==> src/rtl/risc_pkg.sv <==
// Shared definitions for the fetch path.
//   XLEN          : address / instruction width
//   NOP_INSTR     : instruction presented to the core when nothing is buffered
//   fetch_entry_t : one prefetch FIFO entry {fault, pc, instr}
package risc_pkg;

    localparam int XLEN = 32;

    localparam logic [XLEN-1:0] NOP_INSTR = 32'h0000_0013;

    typedef struct packed {
        logic            fault;
        logic [XLEN-1:0] pc;
        logic [XLEN-1:0] instr;
    } fetch_entry_t;

endpackage

==> src/rtl/fetch_fifo.sv <==
// Synchronous prefetch FIFO of fetch_entry_t.
//   clk, srst   : clock, synchronous active-high reset
//   push, wdata : write an entry (ignored when full)
//   pop         : discard the head entry (ignored when empty)
//   flush       : empty the FIFO; overrides push and pop
//   rdata       : head entry (undefined when empty)
//   count       : number of stored entries
//   empty, full : status flags
module fetch_fifo
    import risc_pkg::*;
#(
    parameter int DEPTH = 4
) (
    input  logic                         clk,
    input  logic                         srst,
    input  logic                         push,
    input  logic                         pop,
    input  logic                         flush,
    input  fetch_entry_t                 wdata,
    output fetch_entry_t                 rdata,
    output logic [$clog2(DEPTH+1)-1:0]   count,
    output logic                         empty,
    output logic                         full
);

    localparam int AW = $clog2(DEPTH);
    localparam int CW = $clog2(DEPTH+1);

    fetch_entry_t    mem [DEPTH];
    logic [AW-1:0]   wr_ptr;
    logic [AW-1:0]   rd_ptr;
    logic            push_eff;
    logic            pop_eff;

    assign empty    = (count == '0);
    assign full     = (count == CW'(DEPTH));
    assign push_eff = push && !full && !flush;
    assign pop_eff  = pop && !empty && !flush;
    assign rdata    = mem[rd_ptr];

    // Storage carries no reset; validity is tracked by count alone.
    always_ff @(posedge clk) begin
        if (push_eff) begin
            mem[wr_ptr] <= wdata;
        end
    end

    always_ff @(posedge clk) begin
        if (srst || flush) begin
            wr_ptr <= '0;
            rd_ptr <= '0;
            count  <= '0;
        end else begin
            if (push_eff) begin
                wr_ptr <= wr_ptr + AW'(1);
            end
            if (pop_eff) begin
                rd_ptr <= rd_ptr + AW'(1);
            end
            case ({push_eff, pop_eff})
                2'b10:   count <= count + CW'(1);
                2'b01:   count <= count - CW'(1);
                default: count <= count;
            endcase
        end
    end

endmodule

==> src/rtl/instr_fetch_unit.sv <==
// Instruction fetch stage: issues word reads to instruction memory, buffers
// responses with their PCs and hands one instruction per cycle to the core.
// A redirect flushes the buffer and discards responses still in flight.
//   clk, srst          : clock, synchronous active-high reset
//   imem_req_*         : request channel (valid/ready, word-aligned address)
//   imem_rsp_*         : in-order response channel, always accepted
//   redirect_valid/pc  : taken branch/jump, restart fetch at redirect_pc
//   instr_valid/ready  : handshake towards the core
//   instr, instr_pc    : instruction word and its PC (NOP / 0 when empty)
//   instr_fault        : access fault reported for instr
module instr_fetch_unit
    import risc_pkg::*;
#(
    parameter int                        XLEN       = risc_pkg::XLEN,
    parameter logic [risc_pkg::XLEN-1:0] RESET_PC   = 32'h0000_0000,
    parameter int                        FIFO_DEPTH = 4
) (
    input  logic            clk,
    input  logic            srst,
    output logic            imem_req_valid,
    input  logic            imem_req_ready,
    output logic [XLEN-1:0] imem_req_addr,
    input  logic            imem_rsp_valid,
    input  logic [XLEN-1:0] imem_rsp_data,
    input  logic            imem_rsp_err,
    input  logic            redirect_valid,
    input  logic [XLEN-1:0] redirect_pc,
    output logic            instr_valid,
    input  logic            instr_ready,
    output logic [XLEN-1:0] instr,
    output logic [XLEN-1:0] instr_pc,
    output logic            instr_fault
);

    localparam int CW = $clog2(FIFO_DEPTH+1);

    logic [XLEN-1:0] fetch_pc;
    logic [XLEN-1:0] rsp_pc;
    logic [CW-1:0]   inflight;
    logic [CW-1:0]   drop;
    logic [CW-1:0]   count;
    logic [CW:0]     credit_used;
    logic [XLEN-1:0] target_pc;
    logic            req_fire;
    logic            rsp_ok;
    logic            rsp_keep;
    logic            fifo_empty;
    logic            fifo_pop;
    logic            unused_full;
    logic            unused_bits;
    fetch_entry_t    push_entry;
    fetch_entry_t    head;

    // Entries buffered plus responses that will still be pushed; requests
    // are issued only while that total leaves room in the FIFO.
    assign credit_used = {1'b0, count} + {1'b0, inflight} - {1'b0, drop};

    assign imem_req_valid = !srst && !redirect_valid &&
                            (credit_used < (CW+1)'(FIFO_DEPTH));
    assign imem_req_addr  = fetch_pc;
    assign req_fire       = imem_req_valid && imem_req_ready;

    // A response with nothing outstanding is ignored entirely.
    assign rsp_ok   = imem_rsp_valid && (inflight != '0);
    assign rsp_keep = rsp_ok && (drop == '0) && !redirect_valid;

    assign target_pc   = {redirect_pc[XLEN-1:2], 2'b00};
    assign unused_bits = ^redirect_pc[1:0];

    assign push_entry = '{fault: imem_rsp_err, pc: rsp_pc, instr: imem_rsp_data};

    fetch_fifo #(
        .DEPTH (FIFO_DEPTH)
    ) u_fifo (
        .clk   (clk),
        .srst  (srst),
        .push  (rsp_keep),
        .pop   (fifo_pop),
        .flush (redirect_valid),
        .wdata (push_entry),
        .rdata (head),
        .count (count),
        .empty (fifo_empty),
        .full  (unused_full)
    );

    assign instr_valid = !fifo_empty && !redirect_valid;
    assign fifo_pop    = instr_valid && instr_ready;
    assign instr       = fifo_empty ? NOP_INSTR : head.instr;
    assign instr_pc    = fifo_empty ? '0 : head.pc;
    assign instr_fault = !fifo_empty && head.fault;

    always_ff @(posedge clk) begin
        if (srst) begin
            fetch_pc <= RESET_PC;
            rsp_pc   <= RESET_PC;
            inflight <= '0;
            drop     <= '0;
        end else begin
            // No request fires during a redirect, so only the response term
            // moves inflight in that cycle.
            inflight <= inflight + CW'(req_fire) - CW'(rsp_ok);
            if (redirect_valid) begin
                fetch_pc <= target_pc;
                rsp_pc   <= target_pc;
                drop     <= inflight - CW'(rsp_ok);
            end else begin
                if (req_fire) begin
                    fetch_pc <= fetch_pc + XLEN'(4);
                end
                if (rsp_keep) begin
                    rsp_pc <= rsp_pc + XLEN'(4);
                end
                if (rsp_ok && (drop != '0)) begin
                    drop <= drop - CW'(1);
                end
            end
        end
    end

    always_ff @(posedge clk) begin
        if (!srst) begin
            assert (!(imem_rsp_valid && (inflight == '0)));
        end
    end

endmodule

==> config.mk <==
export PLATFORM = sky130hd
export DESIGN_NAME = instr_fetch_unit
export DESIGN_NICKNAME = d
export VERILOG_FILES = /design/src/rtl/risc_pkg.sv /design/src/rtl/fetch_fifo.sv /design/src/rtl/instr_fetch_unit.sv
export SDC_FILE = /design/constraint.sdc
export NUM_CORES = 1
export LEC_CHECK = 0
export BUFFER_PORTS_ARGS = -buffer_cell sky130_fd_sc_hd__buf_2
export CORE_ASPECT_RATIO = 1.1
export CORE_MARGIN = 4
export CORE_UTILIZATION = 49
export CTS_CLUSTER_SIZE = 24
export DETAILED_ROUTE_END_ITERATION = 10
export PLACE_DENSITY = 0.69
export SETUP_SLACK_MARGIN = 0.15
export SYNTH_ARGS = -nofsm -noshare
export SYNTH_HDL_FRONTEND = slang
export SYNTH_HIERARCHICAL = 1
export SYNTH_SLANG_ARGS = --single-unit
==> constraint.sdc <==
create_clock -name clk -period 4.7 [get_ports clk]
set_input_delay 1.175 -clock clk [delete_from_list [all_inputs] [get_ports clk]]
set_output_delay 1.175 -clock clk [all_outputs]
set_load 0.1 [all_outputs]
==> results.md <==
* Flop pwr share at 47.1%
* Post-CTS sizing at 0
* Netlist cell types at 52
* Iter 0 DRT Violations at 649
* Largest net degree at the start of global routing at 67
* Core area at 0.0287 mm2
* CP max FO at 11
* Antenna violations before repair at 0
* Comb power frac at 11.4%
* Setup Buffers After CTS at 0
* Hold WC Path Type: flip-flop to flip-flop
* Post-DP HPWL at 18.5 mm
* Tot Pwr at 7.20 mW
* Endpoints failing hold at 0
* Clock skew at 0.0248 ns
* DRC Markers at 0
* Net switching power at 1.79 mW
* Async set-reset flop share out of synthesis at 0%
* Clock network power share at 41.5%
* Max clock buf depth at 3
* Die W at 171 um
* Critical Path AT at 3.06 ns
* Status: completed
* Final Worst Setup Slack at 0.465 ns
* Final #Nets at 1,214
* Setup crit start: inflight[1]
* Mean Syn Cell Area at 15.1 um2
* DR pass1 iterations at 5
* GPL Wtd Cong at 0.828
* Port Buf Inserts at 165
* Kind of critical path: flip-flop to primary output
* Worst-Margin Slew at 1.06 ns
* Largest area contributor in the netlist: edfxtp_1
* Clock-pin slew on the worst setup and hold paths at 0.06 ns
* Antenna-violating nets left at 0
* DP Area at 0.0155 mm2
* Sw frac at 24.9%
* Endpoint class of the critical path: primary output
* CTS Buf Count at 37
* Global-route wire length before repair at 45.9 mm
* Cell with the most instances after synthesis: edfxtp_1
* CP required at 3.52 ns
* Ys flop type: edfxtp_1
* Area taken by multi-input logic gates at 0.00445 mm2
* Avg WL per Cell at 18.8 um
* Via count at 8,353
* Register area at 0.00932 mm2
* Synth Instances at 944
* Fmax at 236 MHz
* Hold_sp: u_fifo/rd_ptr[0]
* Insertion delay to the later sink of the worst-skew pair at 0.52 ns
* Gr usage total at 18.0%
* Slew Viols, Final at 0
* Worst slack at placement at 0.731 ns
* Unrepaired setup endpoints after global routing: false
* Max_cap viols at 0
* Critical path launch point type: flip-flop
* Vias per inst at 5.50
* Design Area, Final at 0.0168 mm2
* Area growth, synth to finish at 17.9%
* I/O pin count at 170
* Commonest cells post-synth: edfxtp_1, dfxtp_1, mux4_2, nor2b_1, inv_1
* H-tree depth at 2
* PD cells at 428 mW/mm2
* # setup viols final at 0
* Cell Area, Synth at 0.0143 mm2
* Die Height at 187 um
* Root Driver: clkbuf_16
* Number of enable flip-flop cells after synthesis at 260
* # diodes at 0
* Max VDD drop at 0.359 mV
* Yosys top cell area share at 54.7%
* Tmin final at 4.23 ns
* Final Cycle Share at 90.1%
* Row count at 65
* P_leak at 5.85 nW
* Reg-to-reg startpoint: inflight[1]
* Yosys reg bits at 335
* Clock sinks at 335
* Setup TNS at 0 ns
* Die area at 0.0319 mm2
* CTS tree: yes
* Top post-synthesis cells by area: edfxtp_1, dfxtp_1, mux4_2
* Relative slew slack at 28.7%
* Sequential area share after synthesis at 65.2%
* Internal at 5.41 mW
* Initial core utilization at 49.7%
* CTS Hold Bufs at 0
* Yosys warnings at 6
* Vias in the first global route at 8,432
* # fillers at 2,239
* Share of layout cells above drive strength 1 at 28.7%
* Routed WL at 28.5 mm
* GRT overflow at 0
[path summary, 6_finish.rpt]
check	slack, ns	to	cells after the start
worst max-delay path	0.47	imem_req_valid	10
worst min-delay path	0.53	flip-flop	2
worst max register to register	0.69	inflight[2]	18
worst min register to register	0.53	flip-flop	2
[registers in the layout, indices dropped and copies added, names as in the netlist, named ones only]
name / cells
inflight: 3
imem_req_addr: 30
u_fifo/wr_ptr: 2
u_fifo/count: 3
drop: 3
u_fifo/mem: 260
u_fifo/rd_ptr: 2
rsp_pc: 30
[cells by family (layout without fill, tap and decap cells)]
logic type	Yosys count	in the layout	synth area share, %
other	1	10	0.0263
DFF	335	335	65.2
xor gates and xnor gates	32	32	1.96
adders and majority gates	20	20	1.96
buffers and inverters	116	314	3.94
AOI/OAI and AO/OA	149	149	7.70
muxes	66	66	10.3
and+or+nand+nor	225	225	8.85
[cell usage in the layout (no fill, tap or decap), types with 4 or more instances in the layout]
master,n
dfxtp_1,73
or3_1,5
o21ai_0,5
nor4_1,25
clkbuf_16,39
nor2b_1,63
o2111ai_1,4
xor2_1,14
clkbuf_1,4
clkinvlp_4,4
or2_2,7
nor3_1,20
mux4_2,65
and2_2,4
nand2_1,26
a21oi_1,35
conb_1,10
nor2_1,26
buf_2,164
buf_12,9
and3_1,5
bufinv_16,6
edfxtp_1,260
nand3_1,20
a211oi_1,4
xnor2_1,18
fa_1,4
inv_1,62
o21a_1,13
ha_1,16
nand4_1,8
clkinv_2,5
clkinv_1,7
buf_4,10
o31a_1,50
o31a_2,5
a21boi_0,20
[worst max-delay path, stage by stage, from the launching register on]
cell and delay, ns:
dfxtp_1 0.40, inv_1 0.13, fa_1 0.54, inv_1 0.04
ha_1 0.27, and3b_1 0.19, nor4_1 0.24, buf_4 0.24
nor2_1 0.07, nor3_2 0.19, buf_12 0.21
[power groups by stage]
stage	Sequential, mW	Combinational (mW)	Clock [mW]
after floorplan	3.58	0.488	0
after global placement	3.45	0.812	0
after global routing	3.41	0.899	3.19
after detailed placement	3.45	0.825	0
final	3.39	0.822	2.98
after CTS	3.39	0.831	3.05
[through the flow]
stage          util, %  instances  hold slack [ns]
2_1_floorplan        -        953            0.483
3_3_place_gp      54.1       1452            0.509
3_5_place_dp      54.1       1452            0.511
4_1_cts           58.6       1519            0.529
5_1_grt           58.6       1519            0.564
6_report          58.6       1519            0.526
[layout make-up]
type                            count  area share, %
Clock buffer                       43           5.89
Clock inverter                     24           1.70
Inverter                           64           1.43
Multi-Input combinational cell    502           26.5
Sequential cell                   335           55.4
Tap cell                          368           2.74
Timing Repair Buffer              183           6.40
[per-layer routing]
metal | up-vias | wire, um | GRT usage, %
met1 | 4120 | 12500 | 24.9
li1 | 3953 | - | -
met3 | 38 | 1800 | 3.61
met2 | 242 | 13700 | 29.5
met4 | 0 | 489 | 4.24
met5 | - | 0 | 0
(Power assumes the default switching activity.)
